==> src/rtl/ras_stack_if.sv <==
// Fetch/backend-facing port bundle of the return address stack.
// Repair-top ports exist only when RAS_REPAIR_TOP_EN is defined.
interface ras_stack_if #(
    parameter int unsigned RAS_ENTRIES = 16
);
    localparam int unsigned IDX_W = $clog2(RAS_ENTRIES);
    localparam int unsigned CNT_W = IDX_W + 1;
    localparam int unsigned PC_W  = 38;

    logic             link_valid;
    logic [PC_W-1:0]  link_pc38;
    logic             ret_valid;
    logic [PC_W-1:0]  ret_pc38;
    logic             ret_underflow;
    logic [IDX_W-1:0] ras_index;
    logic [CNT_W-1:0] ras_count;
    logic             update_valid;
    logic [IDX_W-1:0] update_ras_index;
    logic [CNT_W-1:0] update_ras_count;
`ifdef RAS_REPAIR_TOP_EN
    logic             update_repair;
    logic [PC_W-1:0]  update_top_pc38;
`endif

    modport master (
        output link_valid, link_pc38, ret_valid,
        output update_valid, update_ras_index, update_ras_count,
`ifdef RAS_REPAIR_TOP_EN
        output update_repair, update_top_pc38,
`endif
        input  ret_pc38, ret_underflow, ras_index, ras_count
    );

    modport slave (
        input  link_valid, link_pc38, ret_valid,
        input  update_valid, update_ras_index, update_ras_count,
`ifdef RAS_REPAIR_TOP_EN
        input  update_repair, update_top_pc38,
`endif
        output ret_pc38, ret_underflow, ras_index, ras_count
    );
endinterface

==> src/rtl/ras_stack.sv <==
// Circular return address stack for the fetch predictor with pointer snapshot restore.
// Optional RAS_REPAIR_TOP_EN: restore also rewrites the top entry from the backend.
module ras_stack #(
    parameter int unsigned RAS_ENTRIES = 16,
    parameter logic [37:0] INIT_PC38   = 38'h0
) (
    input  logic        CLK,
    input  logic        nRST,
    ras_stack_if.slave  ras
);
    localparam int unsigned IDX_W = $clog2(RAS_ENTRIES);
    localparam int unsigned CNT_W = IDX_W + 1;
    localparam int unsigned PC_W  = 38;
    localparam logic [CNT_W-1:0] CNT_MAX = CNT_W'(RAS_ENTRIES);

    logic [PC_W-1:0]  entries [RAS_ENTRIES];
    logic [IDX_W-1:0] idx_q, idx_d;
    logic [CNT_W-1:0] cnt_q, cnt_d;
    logic             wr_en;
    logic [IDX_W-1:0] wr_addr;
    logic [PC_W-1:0]  wr_data;

    // Next pointer state and the single entry write; update overrides push/pop.
    always_comb begin
        idx_d   = idx_q;
        cnt_d   = cnt_q;
        wr_en   = 1'b0;
        wr_addr = idx_q;
        wr_data = ras.link_pc38;
        if (ras.update_valid) begin
            idx_d = ras.update_ras_index;
            cnt_d = (ras.update_ras_count > CNT_MAX) ? CNT_MAX : ras.update_ras_count;
`ifdef RAS_REPAIR_TOP_EN
            if (ras.update_repair) begin
                wr_en   = 1'b1;
                wr_addr = ras.update_ras_index;
                wr_data = ras.update_top_pc38;
            end
`endif
        end else if (ras.link_valid && ras.ret_valid) begin
            // Coroutine swap: replace the top in place, pointers unchanged.
            wr_en = 1'b1;
        end else if (ras.link_valid) begin
            idx_d   = idx_q + IDX_W'(1);
            cnt_d   = (cnt_q == CNT_MAX) ? cnt_q : cnt_q + CNT_W'(1);
            wr_en   = 1'b1;
            wr_addr = idx_q + IDX_W'(1);
        end else if (ras.ret_valid) begin
            // Underflowing pop still moves the index; count saturates at zero.
            idx_d = idx_q - IDX_W'(1);
            cnt_d = (cnt_q == '0) ? cnt_q : cnt_q - CNT_W'(1);
        end
    end

    always_ff @(posedge CLK or negedge nRST) begin
        if (!nRST) begin
            idx_q <= '0;
            cnt_q <= '0;
        end else begin
            idx_q <= idx_d;
            cnt_q <= cnt_d;
        end
    end

    always_ff @(posedge CLK or negedge nRST) begin
        if (!nRST) begin
            for (int unsigned i = 0; i < RAS_ENTRIES; i++) begin
                entries[i] <= INIT_PC38;
            end
        end else if (wr_en) begin
            entries[wr_addr] <= wr_data;
        end
    end

    assign ras.ret_pc38      = entries[idx_q];
    assign ras.ret_underflow = (cnt_q == '0);
    assign ras.ras_index     = idx_q;
    assign ras.ras_count     = cnt_q;
endmodule

==> src/flat_wrapper.sv <==
// flat-port wrapper written by rule: the top's interface ports become plain ports
module ras_stack_flat 
#(
    parameter int unsigned RAS_ENTRIES = 16,
    parameter logic [37:0] INIT_PC38   = 38'h0
)
  (CLK, nRST, ras_link_valid, ras_link_pc38, ras_ret_valid, ras_update_valid, ras_update_ras_index, ras_update_ras_count, ras_ret_pc38, ras_ret_underflow, ras_ras_index, ras_ras_count);
  ras_stack_if #(.RAS_ENTRIES(RAS_ENTRIES)) ras_i ();
  input  logic CLK;
  input  logic nRST;
  input wire logic [$bits(ras_i.link_valid)-1:0] ras_link_valid;
  input wire logic [$bits(ras_i.link_pc38)-1:0] ras_link_pc38;
  input wire logic [$bits(ras_i.ret_valid)-1:0] ras_ret_valid;
  input wire logic [$bits(ras_i.update_valid)-1:0] ras_update_valid;
  input wire logic [$bits(ras_i.update_ras_index)-1:0] ras_update_ras_index;
  input wire logic [$bits(ras_i.update_ras_count)-1:0] ras_update_ras_count;
  output wire logic [$bits(ras_i.ret_pc38)-1:0] ras_ret_pc38;
  output wire logic [$bits(ras_i.ret_underflow)-1:0] ras_ret_underflow;
  output wire logic [$bits(ras_i.ras_index)-1:0] ras_ras_index;
  output wire logic [$bits(ras_i.ras_count)-1:0] ras_ras_count;
  assign ras_i.link_valid = ras_link_valid;
  assign ras_i.link_pc38 = ras_link_pc38;
  assign ras_i.ret_valid = ras_ret_valid;
  assign ras_i.update_valid = ras_update_valid;
  assign ras_i.update_ras_index = ras_update_ras_index;
  assign ras_i.update_ras_count = ras_update_ras_count;
  assign ras_ret_pc38 = ras_i.ret_pc38;
  assign ras_ret_underflow = ras_i.ret_underflow;
  assign ras_ras_index = ras_i.ras_index;
  assign ras_ras_count = ras_i.ras_count;
  ras_stack #(.RAS_ENTRIES(RAS_ENTRIES), .INIT_PC38(INIT_PC38)) u_core (.CLK(CLK), .nRST(nRST), .ras(ras_i));
endmodule
==> config.mk <==
export PLATFORM = sky130hd
export DESIGN_NAME = ras_stack_flat
export DESIGN_NICKNAME = d
export VERILOG_FILES = /design/src/rtl/ras_stack_if.sv /design/src/rtl/ras_stack.sv /design/src/flat_wrapper.sv
export SDC_FILE = /design/constraint.sdc
export NUM_CORES = 1
export LEC_CHECK = 0
export CAP_MARGIN = 30
export CORE_AREA = 5 5 230 232
export CTS_BUF_LIST = sky130_fd_sc_hd__clkbuf_4 sky130_fd_sc_hd__clkbuf_8
export DETAILED_ROUTE_END_ITERATION = 8
export DIE_AREA = 0 0 235 237
export PLACE_DENSITY_LB_ADDON = 0.05
export SLEW_MARGIN = 20
export SYNTH_ARGS = -nofsm -noshare
export SYNTH_HDL_FRONTEND = slang
export SYNTH_SLANG_ARGS = --single-unit
==> constraint.sdc <==
create_clock -name CLK -period 3.6 [get_ports CLK]
set_clock_uncertainty 0.15 [all_clocks]
set_input_delay 0.54 -clock CLK [delete_from_list [all_inputs] [get_ports CLK]]
set_output_delay 0.54 -clock CLK [all_outputs]
set_load 0.1 [all_outputs]
==> reports/results.tsv, run 1 <==
stage	metric	value	unit
timing	Slew @ Worst Pin	0.983	ns
power	post-layout total power	28.0	mW
power	sw power	8.89	mW
layout	Layout area overhead	19.2	%
timing	WHS	0.239	ns
logic_synthesis	#FFs+latches synth	617	
floorplan	Starting Density	0.561	
power	Clk pwr share	0.230	
drt	DR vias	16200	
logic_synthesis	library cells used by synthesis	51	
power	switching part of the total	0.318	
logic_synthesis	Mean Syn Cell Area	15.7	µm²
layout	share of layout cells above drive strength 1	0.550	
min_path	worst hold path type	primary input to flip-flop	
critical_path	Slowest Stage Delay on Critical Path	0.50	ns
clock_tree	TritonCTS clock tree	yes	
logic_synthesis	Syn Inst Count	1813	
global_routing	largest net degree at the start of global routing	91	
logic_synthesis	Post-synth top flop	dfrtp_1	
global_routing	GRT Overall Usage	0.244	
drt	Post-route DRC	0	
critical_path	worst-path maximum fanout	15	
clock_tree	htree depth	3	
logic_synthesis	Mapped Nets	1871	
power	Comb pwr share	0.357	
floorplan	Core Region	0.0508	mm²
timing	Hold Violations, Final	0	
timing	final slew viol count	0	
power	Worst VDD drop	0.000639	V
clock_tree	clock root buffer	clkbuf_8	
timing	setup repair after global routing missed its margin	true	
floorplan	Die Y	237	µm
placed_design	pre-CTS WS	0.390	ns
critical_path	slowest CP cell	mux4_2	
placed_design	IO Port Bufs	99	
drt	initial DRC count	888	
timing	Min Clock Period, post-route	3.52	ns
critical_path	CP Cell Sequence	buf_12 -> buf_16 -> mux4_2 -> and2_1 -> a211oi_1 -> a21oi_4 -> buf_12	
critical_path	Crit. End Element	output pin	
timing	final worst setup slack	0.0832	ns
logic_synthesis	Post-synth EDFFs	0	
power	Int Power	19.1	mW
floorplan	row cnt	83	
drt	Final Routed Wirelength	67100	µm
global_routing	GRT Residual Overflow	0	
logic_synthesis	top cell type's share of synthesized area	0.542	
placed_design	Final Wtd Congestion	0.777	
critical_path	Setup CP Type	flip-flop to output pin	
drt	wire length per cell	24.8	µm
timing	setup TNS after final layout	0	ns
critical_path	Setup crit start kind	flip-flop	
logic_synthesis	Seq/Total Area, Yosys	0.542	
drt	Pre-antenna DRT Iters	5	
logic_synthesis	Synth area leaders	dfrtp_1 (54%), mux2_2 (21%), mux4_2 (12%)	
layout	commonest non-fill, non-tap cell in the layout	dfrtp_1	
global_routing	first-pass GRT wire length	106000	µm
layout	post-layout util	0.669	
drt	ANT nets after route	0	
power	Pleak	15.1	nW
floorplan	# IOs	100	
placed_design	detailed placement HPWL	37700	µm
timing	Tcrit/Tclk final	0.977	
layout	Non-Filler Instances	2704	
placed_design	placed inst area	0.0315	mm²
clock_tree	maximum clock insertion buffer count	3	
run	max-capacitance violation count	0	
drt	vias per inst	5.99	
critical_path	CP arrival	2.83	ns
layout	most frequent cells in the layout	dfrtp_1 (613), mux2_2 (519), mux4_2 (152)	
timing	# setup viols final	0	
placed_design	Placed Cells	2517	
clock_tree	clk slew on worst S/H paths	0.06	ns
critical_path	Buf/Inv on CP	3	
logic_synthesis	Async S/R FF share, synth	1.00	
floorplan	die area	0.0557	mm²
status	status	finished, final reports clean	
logic_synthesis	Yosys Warn Count	0	
timing	Max Freq	284	MHz
clock_tree	worst skew pair latency	0.70	ns
timing	Worst slew margin	0.342	
clock_tree	Clock Sinks	617	
power	Seq pwr share	0.413	
layout	fin area	0.0340	mm²
floorplan	Die X-Extent	235	µm
logic_synthesis	synthesized cell area	0.0285	mm²
global_routing	initial antenna violation count	4	
layout	fill count	3561	
critical_path	most used cell, CP	buf_12	
layout	nets@finish	2008	
power	pwr/cell area	823	mW/mm²
logic_synthesis	largest area contributor in the netlist	dfrtp_1	
critical_path	delay-heaviest family, CP	buffers and inverters	
clock_tree	TritonCTS Buffers	102	
global_routing	vias in the first global route	18000	
critical_path	critical path required time	2.91	ns
==> routing by layer <==
metal,part of all wire,vias up,track usage
met2,0.49,307,0.393
met1,0.45,8825,0.350
met5,0,-,0
li1,-,6996,-
met3,0.040,74,0.0386
met4,0.019,0,0.0697
==> final timing paths <==
| check | from | endpoint | slack (ns) | cells past startpoint |
|---|---|---|---|---|
| worst max-delay path | u_core.ras.ras_index[0]$_DFFE_PN0P_ | ras_ret_pc38[34] | 0.08 | 7 |
| worst min-delay path | ras_update_ras_index[3] | u_core.ras.ras_index[3]$_DFFE_PN0P_ | 0.24 | 3 |
| worst max register to register | u_core.ras.ras_index[0]$_DFFE_PN0P_ | u_core.entries[1]$_DFFE_PN0P_ | 0.53 | 9 |
| worst min register to register | u_core.entries[284]$_DFFE_PN0P_ | u_core.entries[284]$_DFFE_PN0P_ | 0.34 | 1 |
| max in group asynchronous | nRST | u_core.entries[584]$_DFFE_PN0P_ | 2.01 | 3 |
| min in group asynchronous | nRST | u_core.entries[449]$_DFFE_PN0P_ | 0.34 | 2 |
==> worst reg2reg max path: stages, from the launching register on <==
cell and delay (ns):
dfrtp_4 0.50, buf_12 0.15, buf_4 0.19, ha_1 0.20, nor2b_2 0.17, xor2_2 0.30
nand3_1 0.33, nor2_4 0.23, buf_4 0.32, mux2_2 0.39
==> power by group through the flow <==
stage	Clock [mW]	Combinational [mW]	Sequential, mW
after floorplan	0	7.42	11.2
after global placement	0	9.56	11.5
after detailed placement	0	9.80	11.7
after CTS	6.61	10.0	11.5
after global routing	6.93	10.6	11.9
final	6.44	9.98	11.6
==> sequential cells by signal, summed over array words and instances (netlist names) <==
signal	count
u_core.entries	608
u_core.ras.ras_count	5
u_core.ras.ras_index	4
==> layout make-up <==
type / instances / area (µm²) / area share
Tap cell: 680 / 851 / 0.0250
Sequential cell: 617 / 15500 / 0.455
Antenna cell: 4 / 10.0 / 0.000295
Timing Repair Buffer: 200 / 2620 / 0.0772
Clock buffer: 163 / 2030 / 0.0598
Inverter: 5 / 18.8 / 0.000552
Multi-Input combinational cell: 1024 / 12900 / 0.379
Clock inverter: 11 / 123 / 0.00361
==> synthesized netlist by cell type (3+ instances only) <==
| cell | instances |
|---|---|
| dfrtp_1 | 617 |
| mux2_2 | 519 |
| mux4_2 | 152 |
| clkbuf_1 | 72 |
| mux2_1 | 69 |
| buf_2 | 50 |
| a211oi_1 | 39 |
| a21oi_1 | 37 |
| and2_1 | 33 |
| mux2i_1 | 33 |
| buf_4 | 32 |
| nand2_1 | 30 |
| mux2_4 | 20 |
| nor2_1 | 15 |
| buf_6 | 10 |
| nor2b_1 | 10 |
| a31oi_1 | 7 |
| o21ai_0 | 7 |
| nand2b_1 | 6 |
| xnor2_1 | 6 |
| ha_1 | 5 |
| inv_1 | 5 |
| o21ai_1 | 3 |
==> what timing repair did <==
| action | 4_1_cts | 5_1_grt |
|---|---|---|
| setup buffers | 7 | 0 |
| pin swaps | 0 | 1 |
| endpoints found under the setup margin | 38 | 21 |
| hold buffers | 1 | 0 |
| gates resized for setup | 22 | 18 |
| endpoints found under the hold margin | 72 | 0 |
| cloned | 1 | 0 |
==> logic make-up after synthesis <==
family                   share of synthesized area
AND/OR/NAND/NOR                             0.0213
buffers and inverters                       0.0317
AO/OA/AOI/OAI                               0.0241
XOR/XNOR                                   0.00356
flip-flops                                   0.542
multiplexers                                 0.375
adder cells (fa/ha/maj)                    0.00290
(Power assumes the default switching activity.)
==> run 2, diff against run 1 <==
--- a/config.mk
+++ b/config.mk
@@ -8,6 +8,7 @@
 export CAP_MARGIN = 30
 export CORE_AREA = 5 5 230 232
 export CTS_BUF_LIST = sky130_fd_sc_hd__clkbuf_4 sky130_fd_sc_hd__clkbuf_8
+export CTS_CLUSTER_SIZE = 10
 export DETAILED_ROUTE_END_ITERATION = 8
 export DIE_AREA = 0 0 235 237
 export PLACE_DENSITY_LB_ADDON = 0.05
==> run 2 against run 1 <==
  * Maximum frequency up 0.26%
  * Via count up 0.19%
  * Register-to-register slack about the same
  * Non-clock buffer count unchanged
  * Design area about the same
  * Cell count about the same
  * Global-route usage about the same
  * Critical path depth unchanged
  * Worst hold slack better by 0.0058 ns
  * Clock power about the same
==> reports/results.tsv, run 2 (same netlist as run 1, synthesis figures left out) <==
stage	metric	value	unit
layout	Layout area overhead	19.2	%
drt	vias per inst	6.00	
floorplan	Die X-Extent	235	µm
floorplan	row cnt	83	
global_routing	vias in the first global route	18000	
global_routing	GRT Residual Overflow	0	
critical_path	critical path required time	2.91	ns
power	Seq pwr share	0.413	
timing	# setup viols final	0	
timing	Hold Violations, Final	0	
layout	flip-flop count of the largest register after layout	608	
floorplan	Die Y	237	µm
placed_design	detailed placement HPWL	37700	µm
floorplan	# IOs	100	
clock_tree	worst skew pair latency	0.69	ns
power	Int Power	19.1	mW
timing	Min Clock Period, post-route	3.51	ns
drt	ANT nets after route	0	
timing	Tcrit/Tclk final	0.974	
critical_path	cell depth of the worst flop-to-flop path	9	
critical_path	Setup crit start kind	flip-flop	
timing	setup TNS after final layout	0	ns
drt	wire length per cell	24.8	µm
critical_path	Crit. End Element	output pin	
critical_path	worst r2r dst	u_core.entries[1]$_DFFE_PN0P_	
drt	Final Routed Wirelength	67000	µm
power	switching part of the total	0.318	
floorplan	Starting Density	0.561	
power	Comb pwr share	0.357	
global_routing	GRT Overall Usage	0.244	
clock_tree	maximum clock insertion buffer count	3	
timing	Max Freq	285	MHz
drt	DR vias	16200	
layout	commonest non-fill, non-tap cell in the layout	dfrtp_1	
timing	WHS	0.245	ns
timing	setup repair after global routing missed its margin	true	
power	Clk pwr share	0.230	
floorplan	die area	0.0557	mm²
global_routing	largest net degree at the start of global routing	91	
layout	nets@finish	2008	
floorplan	Core Region	0.0508	mm²
layout	share of layout cells above drive strength 1	0.550	
critical_path	r2r startpoint	u_core.ras.ras_index[0]$_DFFE_PN0P_	
layout	most frequent cells in the layout	dfrtp_1 (613), mux2_2 (519), mux4_2 (152)	
critical_path	Setup CP Type	flip-flop to output pin	
critical_path	reg-to-reg slack, setup	0.53	ns
layout	Most flops, register	u_core.entries	
clock_tree	TritonCTS Buffers	102	
min_path	hold_sp	ras_update_ras_index[3]	
timing	Slew @ Worst Pin	0.983	ns
clock_tree	Clock Sinks	617	
drt	Pre-antenna DRT Iters	5	
clock_tree	clk slew on worst S/H paths	0.06	ns
drt	initial DRC count	863	
run	max-capacitance violation count	0	
power	pwr/cell area	823	mW/mm²
timing	final slew viol count	0	
placed_design	IO Port Bufs	99	
critical_path	worst-path maximum fanout	15	
min_path	worst hold path endpoint	u_core.ras.ras_index[3]$_DFFE_PN0P_	
power	Pleak	15.1	nW
placed_design	Final Wtd Congestion	0.777	
power	sw power	8.88	mW
global_routing	initial antenna violation count	4	
power	Worst VDD drop	0.000638	V
clock_tree	clock root buffer	clkbuf_8	
timing	Worst slew margin	0.343	
critical_path	CP arrival	2.82	ns
global_routing	first-pass GRT wire length	106000	µm
status	status	finished, final reports clean	
min_path	worst hold path type	primary input to flip-flop	
power	post-layout total power	28.0	mW
drt	Post-route DRC	0	
min_path	Hold Path Depth	3	
clock_tree	htree depth	3	
clock_tree	TritonCTS clock tree	yes	
==> run 2: changes by cell type in the layout (fill, tap and decap cells not counted), sizes merged <==
cell / change
diode: +1
==> run 2: timing repair <==
item | in CTS | in global routing
resized for setup | 23 | 17
pin swaps | 0 | 1
cloned | 1 | 0
hold buffers | 1 | 0
endpoints found under the setup margin | 38 | 21
hold endpoints to repair | 72 | 0
setup buffers | 7 | 0
==> run 2: layout make-up <==
class / count / area (µm²)
Antenna cell: 5 / 12.5
Multi-Input combinational cell: 1024 / 12900
Timing Repair Buffer: 200 / 2620
Clock buffer: 163 / 2030
Sequential cell: 617 / 15500
Clock inverter: 11 / 123
Tap cell: 680 / 851
Inverter: 5 / 18.8
Fill cell: 3557 / 16800
==> run 2: metal layers <==
layer,vias to the layer above,global-route usage,part of all wire
met4,0,0.0697,0.018
li1,6998,-,-
met5,-,0,0
met2,290,0.393,0.49
met3,71,0.0386,0.035
met1,8873,0.349,0.46
==> run 2: worst max-delay path by stage <==
stage,start,to,cells after the start
floorplan,u_core.ras.ras_index[2]$_DFFE_PN0P_,ras_ret_pc38[34],6
global placement,ras_ret_valid,u_core.entries[411]$_DFFE_PN0P_,7
detailed placement,ras_ret_valid,u_core.entries[34]$_DFFE_PN0P_,7
CTS,u_core.ras.ras_index[0]$_DFFE_PN0P_,ras_ret_pc38[20],8
global route,u_core.ras.ras_index[0]$_DFFE_PN0P_,ras_ret_pc38[20],7
finish,u_core.ras.ras_index[0]$_DFFE_PN0P_,ras_ret_pc38[34],7
==> run 2: per-stage QoR <==
| stage | util | instance area (µm²) | setup slack, ns | instances |
|---|---|---|---|---|
| 2_1_floorplan | - | 29000 | 0.0505 | 1813 |
| 3_3_place_gp | 0.620 | 31500 | 0.486 | 2517 |
| 3_5_place_dp | 0.620 | 31500 | 0.390 | 2517 |
| 4_1_cts | 0.667 | 33900 | 0.000294 | 2700 |
| 5_1_grt | 0.669 | 34000 | -0.0270 | 2702 |
| 6_report | 0.669 | 34000 | 0.0924 | 2705 |
==> run 2: power groups by stage <==
stage | clock network (mW) | registers (mW) | logic (mW)
2_1_floorplan | 0 | 11.2 | 7.42
3_3_place_gp | 0 | 11.5 | 9.56
3_5_place_dp | 0 | 11.7 | 9.80
4_1_cts | 6.61 | 11.5 | 10.0
5_1_grt | 6.93 | 11.9 | 10.6
6_report | 6.43 | 11.5 | 9.98
==> run 2: critical path, cell delays in order (launching register included) <==
cell	delay [ns]
dfrtp_4	0.44
buf_12	0.15
buf_16	0.19
mux4_2	0.50
and2_1	0.16
a211oi_1	0.39
a21oi_4	0.08
buf_12	0.19
==> run 3, diff against run 2 <==
--- a/config.mk
+++ b/config.mk
@@ -11,6 +11,7 @@
 export CTS_CLUSTER_SIZE = 10
 export DETAILED_ROUTE_END_ITERATION = 8
 export DIE_AREA = 0 0 235 237
+export HOLD_SLACK_MARGIN = 0.1
 export PLACE_DENSITY_LB_ADDON = 0.05
 export SLEW_MARGIN = 20
 export SYNTH_ARGS = -nofsm -noshare
==> results of run 3 <==
The final DEF is identical to that of run 2; final timing and power are the same.
==> RTL change: new RTL, config.mk and constraints of run 1 <==
`RAS_ENTRIES` is set to 16 in 3 places; all go to 8.
--- a/src/rtl/ras_stack_if.sv
+++ b/src/rtl/ras_stack_if.sv
@@ -1,7 +1,7 @@
 // Fetch/backend-facing port bundle of the return address stack.
 // Repair-top ports exist only when RAS_REPAIR_TOP_EN is defined.
 interface ras_stack_if #(
-    parameter int unsigned RAS_ENTRIES = 16
+    parameter int unsigned RAS_ENTRIES = 8
 );
     localparam int unsigned IDX_W = $clog2(RAS_ENTRIES);
     localparam int unsigned CNT_W = IDX_W + 1;
--- a/src/rtl/ras_stack.sv
+++ b/src/rtl/ras_stack.sv
@@ -1,7 +1,7 @@
 // Circular return address stack for the fetch predictor with pointer snapshot restore.
 // Optional RAS_REPAIR_TOP_EN: restore also rewrites the top entry from the backend.
 module ras_stack #(
-    parameter int unsigned RAS_ENTRIES = 16,
+    parameter int unsigned RAS_ENTRIES = 8,
     parameter logic [37:0] INIT_PC38   = 38'h0
 ) (
     input  logic        CLK,
--- a/src/flat_wrapper.sv
+++ b/src/flat_wrapper.sv
@@ -1,7 +1,7 @@
 // flat-port wrapper written by rule: the top's interface ports become plain ports
 module ras_stack_flat 
 #(
-    parameter int unsigned RAS_ENTRIES = 16,
+    parameter int unsigned RAS_ENTRIES = 8,
     parameter logic [37:0] INIT_PC38   = 38'h0
 )
   (CLK, nRST, ras_link_valid, ras_link_pc38, ras_ret_valid, ras_update_valid, ras_update_ras_index, ras_update_ras_count, ras_ret_pc38, ras_ret_underflow, ras_ras_index, ras_ras_count);
Interface: changed (resized ras_ras_count, ras_ras_index, ras_update_ras_count and ras_update_ras_index); port bits go from 100 to 96. The function was not compared with the original's and may differ.
==> RTL change against run 1 <==
  * Final cell count is 37% lower
  * Routed wire length is 46% lower
  * Area after synthesis is 50% lower
  * Count of clock-buffer cells in the layout is 63 lower
  * Sequential cell count is 306 lower
  * Setup slack better by 0.12 ns
  * Core utilization is 32 points lower
  * Combinational power is 28% lower
  * Total power is 40% lower
  * Worst hold slack better by 0.066 ns
  * Largest cell class unchanged
  * Design area is 48% lower
  * First-iteration DRC count is 74% lower
==> RTL change: results (changes against run 1) <==
| Metric | Value |
|---|---|
| Status | completed |
| First-pass GRT wire length | 57000 um (-46%) |
| Initial drt markers | 233 (-74%) |
| CTS Buf Count | 59 (-42%) |
| Drt pass-1 iters | 4 (-1) |
| Clock buffer depth | 3 (unchanged) |
| Largest net degree at the start of global routing | 71 (-22%) |
| Seq/Total Area, Yosys | 54.7% (+0.49 points) |
| Vias per inst | 4.64 (-23%) |
| Worst-Margin Slew | 0.982 ns (-0.00197 ns) |
| Port Buffers | 95 (-4.0%) |
| Final GP Congestion | 0.671 (-14%) |
| Endpoints failing setup | 0 (unchanged) |
| Post-place setup slack | 0.589 ns (+0.199 ns) |
| Initial antenna violation count | 1 (-3) |
| Library cells used by synthesis | 37 (-27%) |
| Hold Path Cell Cnt | 3 (unchanged) |
| Top cells by count, synth | 322 x mux2_2, 311 x dfrtp_1, 76 x mux4_2 |
| Top post-synthesis cells by area | dfrtp_1 55%, mux2_2 25%, mux4_2 12%, mux2_4 2.1%, buf_2 1.2% |
| Number of global-route vias before repair | 8932 (-50%) |
| Clock Latency Late Sink | 0.63 ns (-0.07 ns) |
| Crit-path max FO | 22 (+7) |
| Min-delay worst type | primary input to register |
| GRT Util Overall | 13.2% (-11 points) |
| Cell depth of the worst flop-to-flop path | 7 (-2) |
| Root buf cell | clkbuf_8 |
| Htree depth | 2 (-1) |
| Detailed Place HPWL | 20600 um (-45%) |
| Post-synth ARST share | 100% (unchanged) |
| Mapped Nets | 913 (-51%) |
| Leakage | 0.00746 uW (-51%) |
| Yosys warnings | 0 (unchanged) |
| Largest reg by FF count | u_core.entries |
| Avg WL per Cell | 21.3 um (-14%) |
| Maximum VDD drop | 0.540 mV (-16%) |
| Ys flop type | dfrtp_1 |
| Critical Path AT | 2.71 ns (-0.12 ns) |
| Share of layout cells above drive strength 1 | 59.1% (+4.1 points) |
| Nets | 1040 (-48%) |
| Max reg flops | 304 (-50%) |
| Fill cell count | 4911 (+38%) |
| CTS clock-pin slew for the worst setup and hold paths | 0.06 ns (about the same) |
## RTL change: worst paths after layout
check,start,end,slack [ns]
worst min register to register,u_core.entries[201]$_DFFE_PN0P_,u_core.entries[201]$_DFFE_PN0P_,0.35
worst max-delay path,u_core.ras.ras_index[0]$_DFFE_PN0P_,ras_ret_pc38[6],0.20
worst max register to register,u_core.ras.ras_index[0]$_DFFE_PN0P_,u_core.entries[230]$_DFFE_PN0P_,0.56
max in group asynchronous,nRST,u_core.entries[207]$_DFFE_PN0P_,2.00
min in group asynchronous,nRST,u_core.entries[260]$_DFFE_PN0P_,0.31
worst min-delay path,ras_update_ras_index[1],u_core.ras.ras_index[1]$_DFFE_PN0P_,0.30
## RTL change: cell families (layout without fill, tap and decap cells)
family	after synthesis	count (layout)	share of synthesized area [%]
buf+inv	64	234	2.43
compound gates	20	20	0.879
xor+xnor	8	8	0.492
fa+ha+maj	6	6	0.563
other cells	0	1	0
mux	420	420	39.7
flops	311	311	54.7
simple gates	29	29	1.22
## RTL change: critical path: stages, from the launching register on
cell and delay (ns):
dfrtp_4 0.61, bufbuf_16 0.43, mux4_2 0.55, mux2_2 0.31
buf_12 0.17
## RTL change: power by group
group	internal (uW)	total, uW	switching [uW]
combinational	3320	7190	3880
sequential	5220	6060	843
clock	2130	3650	1520
## RTL change: final cells by class
class	count	area (um^2)	area share (%)
Clock inverter	4	20.0	0.114
Tap cell	680	851	4.85
Antenna cell	1	2.50	0.0143
Inverter	5	18.8	0.107
Multi-Input combinational cell	483	6140	35.0
Timing Repair Buffer	125	1480	8.45
Sequential cell	311	7790	44.4
Clock buffer	100	1230	7.03
## RTL change: repair_timing
action | 4_1_cts | 5_1_grt
gates cloned | 1 | 0
setup endpoints to repair | 5 | 14
setup buffers | 0 | 1
resized for setup | 1 | 0
endpoints found under the hold margin | 64 | 0
hold buffers | 1 | 0
## RTL change: per-layer routing
| layer | vias up | track usage [%] | wire, um |
|---|---|---|---|
| li1 | 3481 | - | - |
| met1 | 4252 | 18.8 | 17700 |
| met2 | 132 | 20.0 | 16400 |
| met3 | 71 | 3.35 | 1530 |
| met4 | 0 | 3.59 | 827 |
| met5 | - | 0 | 0 |
## RTL change: stage by stage
stage | cell area [um^2] | util, % | total power, uW | std cells
5_1_grt | 17500 | 34.5 | 17900 | 1708
2_1_floorplan | 14200 | - | 11400 | 858
6_report | 17500 | 34.5 | 16900 | 1709
4_1_cts | 17500 | 34.5 | 17200 | 1707
3_3_place_gp | 16200 | 32.0 | 13300 | 1601
3_5_place_dp | 16200 | 32.0 | 13400 | 1601
